[src/rtl/icache_pkg.sv]
// Shared types, constants and address-split helpers for the direct-mapped instruction cache.
package icache_pkg;

    typedef enum logic {
        IDLE   = 1'b0,
        REFILL = 1'b1
    } state_t;

    localparam logic [31:0] NOP_WORD = 32'h0;

    // Word offset within a line; upper bits of the result are always zero.
    function automatic logic [31:0] addr_offset(input logic [31:0] a, input int words);
        return (a >> 2) & (words - 1);
    endfunction

    function automatic logic [31:0] addr_index(input logic [31:0] a, input int lines, input int words);
        return (a >> (2 + $clog2(words))) & (lines - 1);
    endfunction

    function automatic logic [31:0] addr_tag(input logic [31:0] a, input int lines, input int words);
        return a >> (2 + $clog2(words) + $clog2(lines));
    endfunction

endpackage

[src/rtl/icache_refill_ctrl.sv]
// Refill sequencer: FSM, word counter, drop flag and single-beat memory handshake for one line.
module icache_refill_ctrl
    import icache_pkg::*;
#(
    parameter int LINES = 16,
    parameter int WORDS = 4,
    localparam int OB = $clog2(WORDS),
    localparam int IB = $clog2(LINES),
    localparam int TW = 30 - OB - IB
) (
    input  logic            clk,
    input  logic            reset,
    input  logic            start,
    input  logic [29-OB:0]  line_sel,
    input  logic            inv,
    input  logic            mem_valid,
    output logic            idle,
    output logic            mem_req,
    output logic [31:0]     mem_addr,
    output logic            wr_en,
    output logic [IB-1:0]   wr_index,
    output logic [OB-1:0]   wr_offset,
    output logic [TW-1:0]   wr_tag,
    output logic            commit
);

    state_t          state_q, state_d;
    logic [OB-1:0]   cnt_q;
    logic [29-OB:0]  base_q;
    logic            drop_q;
    logic            last_beat;

    assign idle      = (state_q == IDLE);
    assign mem_req   = (state_q == REFILL);
    assign mem_addr  = mem_req ? {base_q, cnt_q, 2'b00} : 32'h0;
    assign wr_en     = mem_req && mem_valid;
    assign wr_index  = base_q[IB-1:0];
    assign wr_offset = cnt_q;
    assign wr_tag    = base_q[29-OB:IB];
    assign last_beat = wr_en && (&cnt_q);
    // An invalidate landing on the final beat must also keep the line invalid.
    assign commit    = last_beat && !drop_q && !inv;

    always_comb begin
        state_d = state_q;
        case (state_q)
            IDLE:    if (start) state_d = REFILL;
            REFILL:  if (last_beat) state_d = IDLE;
            default: state_d = IDLE;
        endcase
    end

    always_ff @(posedge clk or posedge reset) begin
        if (reset) begin
            state_q <= IDLE;
            cnt_q   <= '0;
            base_q  <= '0;
            drop_q  <= 1'b0;
        end else begin
            state_q <= state_d;
            if (state_q == IDLE) begin
                if (start) begin
                    base_q <= line_sel;
                    cnt_q  <= '0;
                    drop_q <= 1'b0;
                end
            end else begin
                // Counter is exactly OB bits, so it wraps to zero on the last beat.
                if (wr_en) cnt_q <= cnt_q + OB'(1);
                if (last_beat) drop_q <= 1'b0;
                else if (inv) drop_q <= 1'b1;
            end
        end
    end

endmodule

[src/rtl/icache_fetch.sv]
// Direct-mapped read-only instruction cache in front of fetch; combinational hit path, line refill on miss.
// Optional hit/miss counters are built when ICACHE_STATS_EN is defined.
module icache_fetch
    import icache_pkg::*;
#(
    parameter int LINES = 16,
    parameter int WORDS = 4
) (
    input  logic        clk,
    input  logic        reset,
    input  logic        en,
    input  logic [31:0] addr,
    input  logic        inv,
    output logic [31:0] rdata,
    output logic        stall,
    output logic        mem_req,
    output logic [31:0] mem_addr,
    input  logic        mem_valid,
    input  logic [31:0] mem_rdata
`ifdef ICACHE_STATS_EN
    ,
    output logic [31:0] hit_cnt,
    output logic [31:0] miss_cnt
`endif
);

    localparam int OB = $clog2(WORDS);
    localparam int IB = $clog2(LINES);
    localparam int TW = 30 - OB - IB;

    logic [31:0]    off_full, idx_full, tag_full;
    logic [OB-1:0]  off;
    logic [IB-1:0]  idx;
    logic [TW-1:0]  tag;
    logic           unused_bits;

    logic [LINES-1:0] valid_q;
    logic [TW-1:0]    tag_mem  [LINES];
    logic [31:0]      data_mem [LINES][WORDS];

    logic           idle, hit, start;
    logic           wr_en, commit;
    logic [IB-1:0]  wr_index;
    logic [OB-1:0]  wr_offset;
    logic [TW-1:0]  wr_tag;

    assign off_full    = addr_offset(addr, WORDS);
    assign idx_full    = addr_index(addr, LINES, WORDS);
    assign tag_full    = addr_tag(addr, LINES, WORDS);
    assign off         = off_full[OB-1:0];
    assign idx         = idx_full[IB-1:0];
    assign tag         = tag_full[TW-1:0];
    assign unused_bits = ^{off_full[31:OB], idx_full[31:IB], tag_full[31:TW], addr[1:0]};

    // Lookup only counts in IDLE; addr and en are don't-care while a refill runs.
    assign hit   = en && idle && valid_q[idx] && (tag_mem[idx] == tag);
    assign start = en && idle && !hit;
    assign stall = en && !hit;
    assign rdata = hit ? data_mem[idx][off] : NOP_WORD;

    icache_refill_ctrl #(
        .LINES (LINES),
        .WORDS (WORDS)
    ) u_refill (
        .clk       (clk),
        .reset     (reset),
        .start     (start),
        .line_sel  (addr[31:OB+2]),
        .inv       (inv),
        .mem_valid (mem_valid),
        .idle      (idle),
        .mem_req   (mem_req),
        .mem_addr  (mem_addr),
        .wr_en     (wr_en),
        .wr_index  (wr_index),
        .wr_offset (wr_offset),
        .wr_tag    (wr_tag),
        .commit    (commit)
    );

    always_ff @(posedge clk or posedge reset) begin
        if (reset) begin
            valid_q <= '0;
        end else if (inv) begin
            valid_q <= '0;
        end else if (commit) begin
            valid_q[wr_index] <= 1'b1;
        end
    end

    // Tag and data arrays carry no reset; the valid bits guard them.
    always_ff @(posedge clk) begin
        if (wr_en) data_mem[wr_index][wr_offset] <= mem_rdata;
        if (commit) tag_mem[wr_index] <= wr_tag;
    end

`ifdef ICACHE_STATS_EN
    always_ff @(posedge clk or posedge reset) begin
        if (reset) begin
            hit_cnt  <= '0;
            miss_cnt <= '0;
        end else begin
            if (hit) hit_cnt <= hit_cnt + 32'd1;
            if (start) miss_cnt <= miss_cnt + 32'd1;
        end
    end
`endif

endmodule

[config.mk]
export PLATFORM = sky130hd
export DESIGN_NAME = icache_fetch
export DESIGN_NICKNAME = d
export VERILOG_FILES = /design/src/rtl/icache_pkg.sv /design/src/rtl/icache_refill_ctrl.sv /design/src/rtl/icache_fetch.sv
export SDC_FILE = /design/constraint.sdc
export NUM_CORES = 2
export LEC_CHECK = 0
export CAP_MARGIN = 20
export CORE_UTILIZATION = 25
export DETAILED_ROUTE_END_ITERATION = 10
export PLACE_DENSITY = 0.37
export SKIP_CTS_REPAIR_TIMING = 1
export SYNTH_ARGS = -nofsm -noshare
export SYNTH_HDL_FRONTEND = slang
export SYNTH_HIERARCHICAL = 1
export SYNTH_SLANG_ARGS = --single-unit
export TNS_END_PERCENT = 50
[constraint.sdc]
create_clock -name clk -period 9 [get_ports clk]
set_input_delay 1.35 -clock clk [delete_from_list [all_inputs] [get_ports clk]]
set_output_delay 1.35 -clock clk [all_outputs]
set_load 0.005 [all_outputs]
==> flow_metrics.env <==
export IMPL_status="completed"
export IMPL_netlist_top_cells_area="edfxtp_1, mux4_2, dfrtp_1"
export IMPL_yosysTopAreaCellShare_pct=76.2
export IMPL_avgRoutedWirePerCell_um=31.4
export IMPL_cp_cell_sequence="buf_8 -> buf_12 -> buf_12 -> mux4_2 -> mux4_2 -> mux4_2 -> and4_1 -> clkdlybuf4s50_1"
export IMPL_dieWidth_um=621
export IMPL_cts_tree="yes"
export IMPL_grt_max_degree=124
export IMPL_fillers=36500
export IMPL_antenna_found_initial=36
export IMPL_fin_crit_sh_pct=82.0
export IMPL_cts_htree_levels=5
export IMPL_regArea_um2=74200
export IMPL_first_pass_iters=5
export IMPL_syn_inst=3927
export IMPL_power_leakage_nw=34.4
export IMPL_cp_data_required_time_ns=7.65
export IMPL_ys_seq_area_share_pct=77.5
export IMPL_cts_root_buf="clkbuf_16"
export IMPL_yosys_warnings=6
export IMPL_cts_sinks=2480
export IMPL_slowest_stage="buf_12"
export IMPL_slew_viol_final=0
export IMPL_hold_depth=2
export IMPL_synth_most_common_cell="edfxtp_1"
export IMPL_synth_mux_area_share_pct=19.0
export IMPL_crit_path_start_kind="primary input"
export IMPL_layout_drive_gt1_share_pct=32.1
export IMPL_postRouteAntennaNets=0
export IMPL_synth_compound_area_share_pct=0.526
export IMPL_synth_simple_gate_area_share_pct=1.53
export IMPL_numCtsBuffers=286
export IMPL_die_h_um=621
export IMPL_setup_tns_ns=0
export IMPL_synth_top_flop_cell="edfxtp_1"
export IMPL_relSlewSlack_pct=25.8
export IMPL_max_cap_viol_count=0
export IMPL_ys_seq_elements=2480
export IMPL_grt_usage_pct=15.3
export IMPL_route_detailed_drc=0
export IMPL_synth_edf_count=2432
export IMPL_critical_path_max_fanout=80
export IMPL_worstSetupPathType="primary input to output pin"
export IMPL_pwr_density_cell_nw_per_um2=238
export IMPL_finalClockSkew_ns=0.0592
export IMPL_critPathMaxStageDelay_ns=0.64
export IMPL_setup_viol=0
export IMPL_num_io_pins=135
export IMPL_place_area_um2=104000
export IMPL_power_mw=26.9
export IMPL_core_um2=380000
export IMPL_vdd_drop_max_v=0.000149
export IMPL_min_path_type="flop to flop"
export IMPL_synth_cell_area_um2=95800
export IMPL_grt_pass1_vias=46600
export IMPL_place_hpwl_um=159000
export IMPL_arrival_ns=6.03
export IMPL_dr_first_iter_drc_count=3910
export IMPL_final_min_clock_period_ns=7.38
export IMPL_worst_slew_pin_slew_ns=1.11
export IMPL_worstSkewPairLatency_ns=0.89
export IMPL_dieArea_um2=386000
export IMPL_max_freq_mhz=136
export IMPL_synth_adder_area_share_pct=0.0131
export IMPL_routed_via_density=4.60
export IMPL_timing_hold_violations_final=0
export IMPL_path_clk_slew_ns=0.06
export IMPL_initial_core_util_pct=25.2
export IMPL_rsz0062_at_grt="false"
export IMPL_multi_input_area_um2=21000
export IMPL_cp_end_kind="output pin"
export IMPL_cts_path_max_buffers=4
export IMPL_syn_avg_cell_area_um2=24.4
export IMPL_grt_pass1_wl_um=408000
export IMPL_synth_xor_area_share_pct=0.201
export IMPL_overflow=0
export IMPL_whs_ns=0.495
export IMPL_r2r_cells=11
export IMPL_synthArstFlopShare_pct=1.94
export IMPL_rows=226
export IMPL_io_buffers=130
export IMPL_gp_congestion=0.697
export IMPL_postLayoutCoreUtil_pct=29.8
export IMPL_area_growth_pct=18.1
export IMPL_synth_top_family_by_area="multiplexers"
export IMPL_yosysUniqueCellTypes=67
export IMPL_wirelength_um=299000
export IMPL_critical_path_most_common_cell="mux4_2"
export IMPL_num_nets_final=4361
export IMPL_route_vias_total=43800
export IMPL_stdcell_area_um2=113000
export IMPL_yosysTopAreaCell="edfxtp_1"
export IMPL_ys_top_cells_by_count="edfxtp_1, mux4_2, buf_2, nor2_1, mux2i_1"
==> worst paths after layout <==
path                                            from                               to  slack [ns]
min in group asynchronous                      reset  u_refill/base_q[10]$_DFFE_PP0P_        1.09
min reg2reg                   valid_q[2]$_DFFE_PP0P_           valid_q[2]$_DFFE_PP0P_        0.49
max reg2reg                tag_mem[11][15]$_DFFE_PP_   u_refill/base_q[7]$_DFFE_PP0P_        4.72
max                                          addr[4]                         rdata[4]        1.62
min                           valid_q[2]$_DFFE_PP0P_           valid_q[2]$_DFFE_PP0P_        0.49
max in group asynchronous                      reset       u_refill/mem_req$_DFF_PP0_        7.48
==> area by class of cell <==
type | count | share of cell area, %
antenna | 5 | 0.0111
clock buffer | 378 | 6.69
clock inverter | 124 | 1.07
inverter | 12 | 0.0398
multi-input combinational | 1225 | 18.5
sequential | 2480 | 65.6
tap | 5016 | 5.54
timing repair buffer | 286 | 2.53
==> power breakdown <==
group	internal, mW	switching [mW]	total [mW]	leakage, nW
clock network	6.45	4.71	11.2	4.26
logic	0.837	1.29	2.13	7.68
registers	13.3	0.362	13.6	22.5
==> worst max-delay path, delay by kind of cell <==
| kind | cells | cell delay [ns] |
|---|---|---|
| muxes | 3 | 1.62 |
| buffers and inverters | 4 | 2.18 |
| and+or+nand+nor | 1 | 0.36 |
==> logic make-up after synthesis <==
kind of cell,Yosys count
xor+xnor,22
simple gates,278
other cells,1
mux,856
buf+inv,223
compound gates,66
fa+ha+maj,1
flops,2480
==> per-layer routing <==
metal	track usage, %	share of wire (%)	vias to the layer above	routed length, um
met3	2.00	3.9	330	11500
li1	-	-	17700	-
met4	2.67	1.6	6	4840
met5	0	0.013	-	40
met2	26.7	51	965	153000
met1	20.4	43	24800	130000
==> placed cells by master (no fill, tap or decap), types with 13 or more instances in the layout <==
cell	instances
and2_1	30
and4_1	35
buf_12	38
buf_2	33
buf_4	115
bufinv_16	18
clkbuf_1	87
clkbuf_16	288
clkdlybuf4s50_1	92
clkinv_1	50
clkinv_2	32
dfrtp_1	48
edfxtp_1	2432
mux2_2	20
mux2_4	20
mux2i_1	60
mux4_2	748
nand2_1	38
nor2_1	29
nor2_4	80
nor3_1	13
xnor2_1	17
==> state kept, by name, indices dropped and copies added, names as in the netlist <==
name                count
valid_q                16
tag_mem               384
u_refill/mem_req        1
u_refill/wr_offset      2
u_refill/drop_q         1
data_mem             2048
u_refill/base_q        28
==> through the flow <==
step / cells / setup slack (ns)
after global placement: 8991 / 1.52
after detailed placement: 8996 / 1.46
after floorplan: 3928 / 3.58
after CTS: 9498 / 1.48
final: 9526 / 1.62
after global routing: 9524 / 1.35
Note: power is estimated with default switching activity, not from simulation.
